==> config.mk <==
export PLATFORM = sky130hd
export DESIGN_NAME = energy_channel_accum
export DESIGN_NICKNAME = d
export VERILOG_FILES = /design/src/rtl/energy_accum_pkg.sv /design/src/rtl/energy_result_fifo.sv /design/src/rtl/energy_channel_accum.sv
export SDC_FILE = /design/constraint.sdc
export NUM_CORES = 1
export LEC_CHECK = 0
export BUFFER_PORTS_ARGS = -buffer_cell sky130_fd_sc_hd__buf_2
export CORE_MARGIN = 2
export CORE_UTILIZATION = 30
export CTS_CLUSTER_DIAMETER = 150
export DETAILED_ROUTE_END_ITERATION = 10
export GPL_TIMING_DRIVEN = 0
export PLACE_DENSITY = 0.45
export SLEW_MARGIN = 25
export SYNTH_ARGS = -nofsm -noshare
export SYNTH_HDL_FRONTEND = slang
export SYNTH_HIERARCHICAL = 1
export SYNTH_SLANG_ARGS = --single-unit
==> constraint.sdc <==
create_clock -name clk -period 4.2 [get_ports clk]
set_input_delay 0.42 -clock clk [delete_from_list [all_inputs] [get_ports clk]]
set_output_delay 0.42 -clock clk [all_outputs]
set_load 0.01 [all_outputs]
==> src/rtl/energy_accum_pkg.sv <==
// Shared widths, result entry layout and gain/saturation helper for energy_channel_accum.
// The entry carries a peak field only when PEAK_HOLD_EN is defined.
package energy_accum_pkg;

  localparam int DEF_CH_N       = 4;
  localparam int DEF_DATA_W     = 8;
  localparam int DEF_AVG_LOG2   = 3;
  localparam int DEF_OUT_W      = 8;
  localparam int DEF_GAIN_W     = 2;
  localparam int DEF_FIFO_DEPTH = 4;

  function automatic int ch_width(input int n);
    return (n > 1) ? $clog2(n) : 1;
  endfunction

  localparam int CH_W    = ch_width(DEF_CH_N);
  localparam int SCALE_W = DEF_DATA_W + DEF_OUT_W + (1 << DEF_GAIN_W);

  typedef struct packed {
    logic [CH_W-1:0]       ch;
    logic [DEF_OUT_W-1:0]  avg;
`ifdef PEAK_HOLD_EN
    logic [DEF_DATA_W-1:0] peak;
`endif
  } result_t;

  // Wide enough that the largest shift of the largest average never wraps before the saturation test.
  function automatic logic [DEF_OUT_W-1:0] scale_sat(input logic [DEF_DATA_W-1:0] avg,
                                                     input logic [DEF_GAIN_W-1:0] sh);
    logic [SCALE_W-1:0] wide;
    wide = SCALE_W'(avg) << sh;
    if (wide[SCALE_W-1:DEF_OUT_W] != '0) return '1;
    return wide[DEF_OUT_W-1:0];
  endfunction

endpackage

==> src/rtl/energy_result_fifo.sv <==
// Result queue with a registered first-word-fall-through head; entries stay counted until popped.
// A freshly pushed entry reaches the head register one edge after it is written.
module energy_result_fifo #(
  parameter int DEPTH = 4,
  parameter int W     = 8
) (
  input  logic         clk,
  input  logic         rst_n,
  input  logic         push_i,
  input  logic [W-1:0] data_i,
  input  logic         pop_i,
  output logic         full_o,
  output logic         empty_o,
  output logic         valid_o,
  output logic [W-1:0] data_o
);

  localparam int PTR_W = $clog2(DEPTH);

  logic [W-1:0]     mem_q [DEPTH];
  logic [PTR_W-1:0] wrPtr_q, rdPtr_q, rdPtr_d;
  logic [PTR_W:0]   count_q, count_d, remain;
  logic             doPush;

  assign full_o  = (count_q == (PTR_W+1)'(DEPTH));
  assign empty_o = (count_q == '0);
  assign doPush  = push_i & (~full_o | pop_i);

  always_comb begin
    remain  = count_q - (PTR_W+1)'(pop_i);
    count_d = remain + (PTR_W+1)'(doPush);
    rdPtr_d = rdPtr_q + PTR_W'(pop_i);
  end

  always_ff @(posedge clk) begin
    if (doPush) mem_q[wrPtr_q] <= data_i;
  end

  // The head is refreshed from storage as it stood before this edge's write, which gives the extra stage.
  always_ff @(posedge clk or negedge rst_n) begin
    if (!rst_n) begin
      wrPtr_q <= '0;
      rdPtr_q <= '0;
      count_q <= '0;
      valid_o <= 1'b0;
      data_o  <= '0;
    end else begin
      wrPtr_q <= wrPtr_q + PTR_W'(doPush);
      rdPtr_q <= rdPtr_d;
      count_q <= count_d;
      if (remain != '0) begin
        valid_o <= 1'b1;
        data_o  <= mem_q[rdPtr_d];
      end else begin
        valid_o <= 1'b0;
      end
    end
  end

endmodule

==> src/rtl/energy_channel_accum.sv <==
// Multi-channel windowed sample averager with gain shift, saturation and a result FIFO.
// Optional macro PEAK_HOLD_EN adds a per-window raw-sample peak carried out as out_peak.
module energy_channel_accum
  import energy_accum_pkg::*;
#(
  parameter int CH_N       = DEF_CH_N,
  parameter int DATA_W     = DEF_DATA_W,
  parameter int AVG_LOG2   = DEF_AVG_LOG2,
  parameter int OUT_W      = DEF_OUT_W,
  parameter int GAIN_W     = DEF_GAIN_W,
  parameter int FIFO_DEPTH = DEF_FIFO_DEPTH
) (
  input  logic                      clk,
  input  logic                      rst_n,
  input  logic                      ena,
  input  logic                      in_valid,
  input  logic [ch_width(CH_N)-1:0] in_ch,
  input  logic [DATA_W-1:0]         in_data,
  input  logic [GAIN_W-1:0]         gain_shift,
  output logic                      out_valid,
  input  logic                      out_ready,
  output logic [ch_width(CH_N)-1:0] out_ch,
  output logic [OUT_W-1:0]          out_avg,
  output logic [DATA_W-1:0]         out_peak,
  output logic                      ovf,
  output logic                      bad_ch,
  input  logic                      clr_flags
);

  localparam int CHW   = ch_width(CH_N);
  localparam int ACC_W = DATA_W + AVG_LOG2;
  localparam int CNT_W = (AVG_LOG2 > 0) ? AVG_LOG2 : 1;
  localparam logic [CNT_W-1:0] CNT_LAST = CNT_W'((1 << AVG_LOG2) - 1);

  logic [ACC_W-1:0]  acc_q [CH_N];
  logic [CNT_W-1:0]  cnt_q [CH_N];
  logic              chOk, take, complete;
  logic [ACC_W-1:0]  sum;
  logic [DATA_W-1:0] avg;
  result_t           res_d, res_q, head;
  logic              resValid_q;
  logic              fifoFull, fifoEmpty, fifoValid, pop;
  logic              ovf_q, badCh_q;

  generate
    if (CH_N == (1 << CHW)) begin : g_all_tags_valid
      assign chOk = 1'b1;
    end else begin : g_tag_range
      assign chOk = (in_ch < CHW'(CH_N));
    end
  endgenerate

  assign take     = ena & in_valid & chOk;
  assign complete = (cnt_q[in_ch] == CNT_LAST);
  assign sum      = acc_q[in_ch] + ACC_W'(in_data);
  assign avg      = sum[ACC_W-1:AVG_LOG2];

  always_ff @(posedge clk or negedge rst_n) begin
    if (!rst_n) begin
      for (int c = 0; c < CH_N; c++) begin
        acc_q[c] <= '0;
        cnt_q[c] <= '0;
      end
    end else if (take) begin
      acc_q[in_ch] <= complete ? '0 : sum;
      cnt_q[in_ch] <= complete ? '0 : cnt_q[in_ch] + CNT_W'(1);
    end
  end

`ifdef PEAK_HOLD_EN
  logic [DATA_W-1:0] peak_q [CH_N];
  logic [DATA_W-1:0] newPeak;

  assign newPeak = (in_data > peak_q[in_ch]) ? in_data : peak_q[in_ch];

  always_ff @(posedge clk or negedge rst_n) begin
    if (!rst_n) begin
      for (int c = 0; c < CH_N; c++) peak_q[c] <= '0;
    end else if (take) begin
      peak_q[in_ch] <= complete ? '0 : newPeak;
    end
  end
`endif

  always_comb begin
    res_d     = '0;
    res_d.ch  = in_ch;
    res_d.avg = scale_sat(avg, gain_shift);
`ifdef PEAK_HOLD_EN
    res_d.peak = newPeak;
`endif
  end

  // Gain is captured here, on the completing edge, so later gain changes never touch a finished window.
  always_ff @(posedge clk or negedge rst_n) begin
    if (!rst_n) begin
      resValid_q <= 1'b0;
      res_q      <= '0;
    end else begin
      resValid_q <= take & complete;
      if (take & complete) res_q <= res_d;
    end
  end

  assign pop = fifoValid & out_ready & ~fifoEmpty;

  energy_result_fifo #(
    .DEPTH (FIFO_DEPTH),
    .W     ($bits(result_t))
  ) u_fifo (
    .clk     (clk),
    .rst_n   (rst_n),
    .push_i  (resValid_q),
    .data_i  (res_q),
    .pop_i   (pop),
    .full_o  (fifoFull),
    .empty_o (fifoEmpty),
    .valid_o (fifoValid),
    .data_o  (head)
  );

  assign out_valid = fifoValid;
  assign out_ch    = head.ch;
  assign out_avg   = head.avg;
`ifdef PEAK_HOLD_EN
  assign out_peak  = head.peak;
`else
  assign out_peak  = '0;
`endif

  // A set event in the same cycle as clr_flags keeps the flag asserted.
  always_ff @(posedge clk or negedge rst_n) begin
    if (!rst_n) begin
      ovf_q   <= 1'b0;
      badCh_q <= 1'b0;
    end else begin
      ovf_q   <= (resValid_q & fifoFull & ~pop) | (ovf_q & ~clr_flags);
      badCh_q <= (ena & in_valid & ~chOk) | (badCh_q & ~clr_flags);
    end
  end

  assign ovf    = ovf_q;
  assign bad_ch = badCh_q;

endmodule

==> metrics <==
status completed; Worst path max stage delay just under 0.7 ns; TNS Setup 0 ns; crit path capture type flop; Congestion Overflow GR 0; final core occ 36.4%; WHS about 0.17 ns; I/O Buffers 28; Core ar. ~19000 µm²; critical path endpoint res_q[7]$_DFFE_PN0P_; final setup fails 0; Top Ports 39; dpl ws -0.279 ns; most frequent cells in the layout dfrtp_1, nand2_1, o21ai_0, edfxtp_1, buf_2; clk_skew 0.00798 ns; most common cell after layout, fill and taps aside dfrtp_1; Critical R2R Launch acc_q[11]$_DFFE_PN0P_; RSZ-0062 raised after global routing no; RD Place Congestion ~0.77; number of antenna diodes 0; root buffer cell clkbuf_16; Slew Viols, Final 0; postcts setup bufs 0; CP Launch Type primary input; vias in the first global route roughly 3800; WS Path Type in2reg; DP Wirelength around 8.8 mm; Tcrit/Tclk final a little over nine tenths; Area Growth Syn to Fin 19.3%; Sw Share ~32%; Vias/cell between 4 and 5; Final nets approximately 540; Seq pwr share around 37%; worst-path maximum fanout 10; crit path time final 3.96 ns; row count 51; Avg WL per Cell about 16 µm; slowest CP cell buf_1; sequential fraction of the synthesis area around 57%; Max clock buf depth 2; flops & latches, synth approximately 130; Register-to-Register Setup Slack between 0.9 and 1 ns; FFs w/ async S/R, synth about two thirds; CTS clock-pin slew for the worst setup and hold paths 0.06 ns; syn avg cell area approximately 13 µm²; GRT Total Usage 13.2%; worst path arrival time ~4.3 ns; Vias 3685; clock latency on the worst-skew pair 0.42 ns; Total Power 5.03 mW; post-route antenna net violation count 0; Comb power frac a little over a third; Worst-Margin Slew around 0.86 ns; Final Hold Violating Endpoints 0; fmax 0.252 GHz; length of the first detailed-routing pass in iterations 4; Sink Count approximately 130; WP data required between 4 and 5 ns; # DRC 0; largest net degree at the start of global routing 74; Hold Path Origin clr_flags; htree depth 4; Synth warnings 6; Synth cell types between 50 and 60; Total Routed Length 12.7 mm; antenna violations before repair 0; CTS tree built; crit path from in_ch[1]; initial DRC count roughly 250; Leakage between 3 and 4 nW; Switch Pwr around 1.6 mW; Post-CTS Resized 0; Post-Synthesis Cells around 450; prevailing post-synth register cell dfrtp_1; Peak VDD IR 0.000349 V; die height between 100 and 150 µm; total CTS buffers 17; Die Area around 21000 µm²; Clk pwr share about 28%; cell chain of the critical path buf_2 -> buf_1 -> mux4_2 -> ha_1 -> inv_1 -> fa_1 -> nor2b_1 -> o2111ai_1 -> a31oi_4 -> mux2i_1 -> o21bai_1 -> a211o_4 -> o32a_1; RR Endpoint res_q[7]$_DFFE_PN0P_; maxcap violations 0; share of post-route cells with drive strength above 1 between 20 and 25%; Mapped Area about 6000 µm²; global-route wire length before repair ~20 mm; slew margin rel. a little over two fifths; Reg2Reg Depth 11; Internal 3.41 mW; power density over the cells about 710 nW/µm²; Die W approximately 140 µm; Post-synth EDFFs 40; setup ws final about 0.24 ns; Worst Hold Class in2reg; starting density of the core 30.5%
-- cell type report --
cell class                 count  area, µm²
buffer                        31        183
tap                          265        332
sequential                   127       3380
fill                        1951      12400
multi-input combinational    283       2370
clock buffer                  23        478
inverter                      11       41.3
clock inverter                 9       83.8
timing repair buffer          33        210
-- state kept, by name (all words and copies together), names as in the netlist, 2 cells and up --
register / flops
acc_q: 44
u_fifo/mem_q: 40
cnt_q: 12
res_q: 10
u_fifo/data_o: 10
u_fifo/count_q: 3
u_fifo/rdPtr_q: 2
u_fifo/wrPtr_q: 2
-- layer usage --
| metal | vias to the layer above | global-route usage [%] | wire length [µm] |
|---|---|---|---|
| met5 | - | 0 | 0 |
| met4 | 0 | 4.45 | 175 |
| met3 | 14 | 3.81 | 456 |
| met2 | 55 | 22.2 | 6440 |
| met1 | 1866 | 16.3 | 5650 |
| li1 | 1750 | - | - |
-- cell families after synthesis --
family	share of synthesized area [%]
adders and majority gates	3.71
AOI/OAI and AO/OA	9.24
other	0.0632
buffers and inverters	3.75
muxes	15.6
xor gates and xnor gates	2.07
and+or+nand+nor	8.63
DFF	56.9
-- worst min path at each step --
stage,endpoint,slack [ns],cells past startpoint
detailed placement,u_fifo/valid_o$_DFF_PN0_,0.26,1
CTS,bad_ch$_DFF_PN0_,0.15,2
finish,bad_ch$_DFF_PN0_,0.17,2
global route,bad_ch$_DFF_PN0_,0.16,2
floorplan,acc_q[0]$_DFFE_PN0P_,0.12,0
global placement,acc_q[32]$_DFFE_PN0P_,0.45,2
-- per-stage QoR --
step / std cells / cell area (µm²)
3_3_place_gp: 745 / 6430
5_1_grt: 782 / 7080
6_report: 782 / 7080
2_1_floorplan: 452 / 5960
4_1_cts: 782 / 7080
3_5_place_dp: 749 / 6510
-- critical path: cells and delay by family --
kind / cells / cell delay, ns
muxes: 2 / 0.59
buffers and inverters: 3 / 0.98
AOI/OAI and AO/OA: 5 / 1.44
and+or+nand+nor: 1 / 0.23
adders and majority gates: 2 / 0.59
-- cell usage after synthesis (all sizes together), types with 10 or more instances --
cell type  number  area, µm²
dfrtp          87       2180
nand2          58        218
o21ai          45        229
edfxtp         40       1200
mux4           24        578
mux2           22        248
buf            16        115
ha             16        200
clkbuf         15       66.3
o31ai          12       90.1
inv            11       41.3
mux2i          10        100
-- repair_timing --
action | in CTS | in global routing
hold endpoints to repair | 14 | 0
setup endpoints to repair | 0 | 0
hold buffers | 1 | 0
-- power by group through the flow --
stage          combinational [mW]  sequential (mW)  clock [mW]
2_1_floorplan                1.37             1.86           0
3_5_place_dp                 1.79             1.90           0
4_1_cts                      1.80             1.88        1.41
5_1_grt                      2.00             1.93        1.47
3_3_place_gp                 1.76             1.88           0
6_report                     1.77             1.88        1.38
Note: power is estimated with default switching activity, not from simulation.
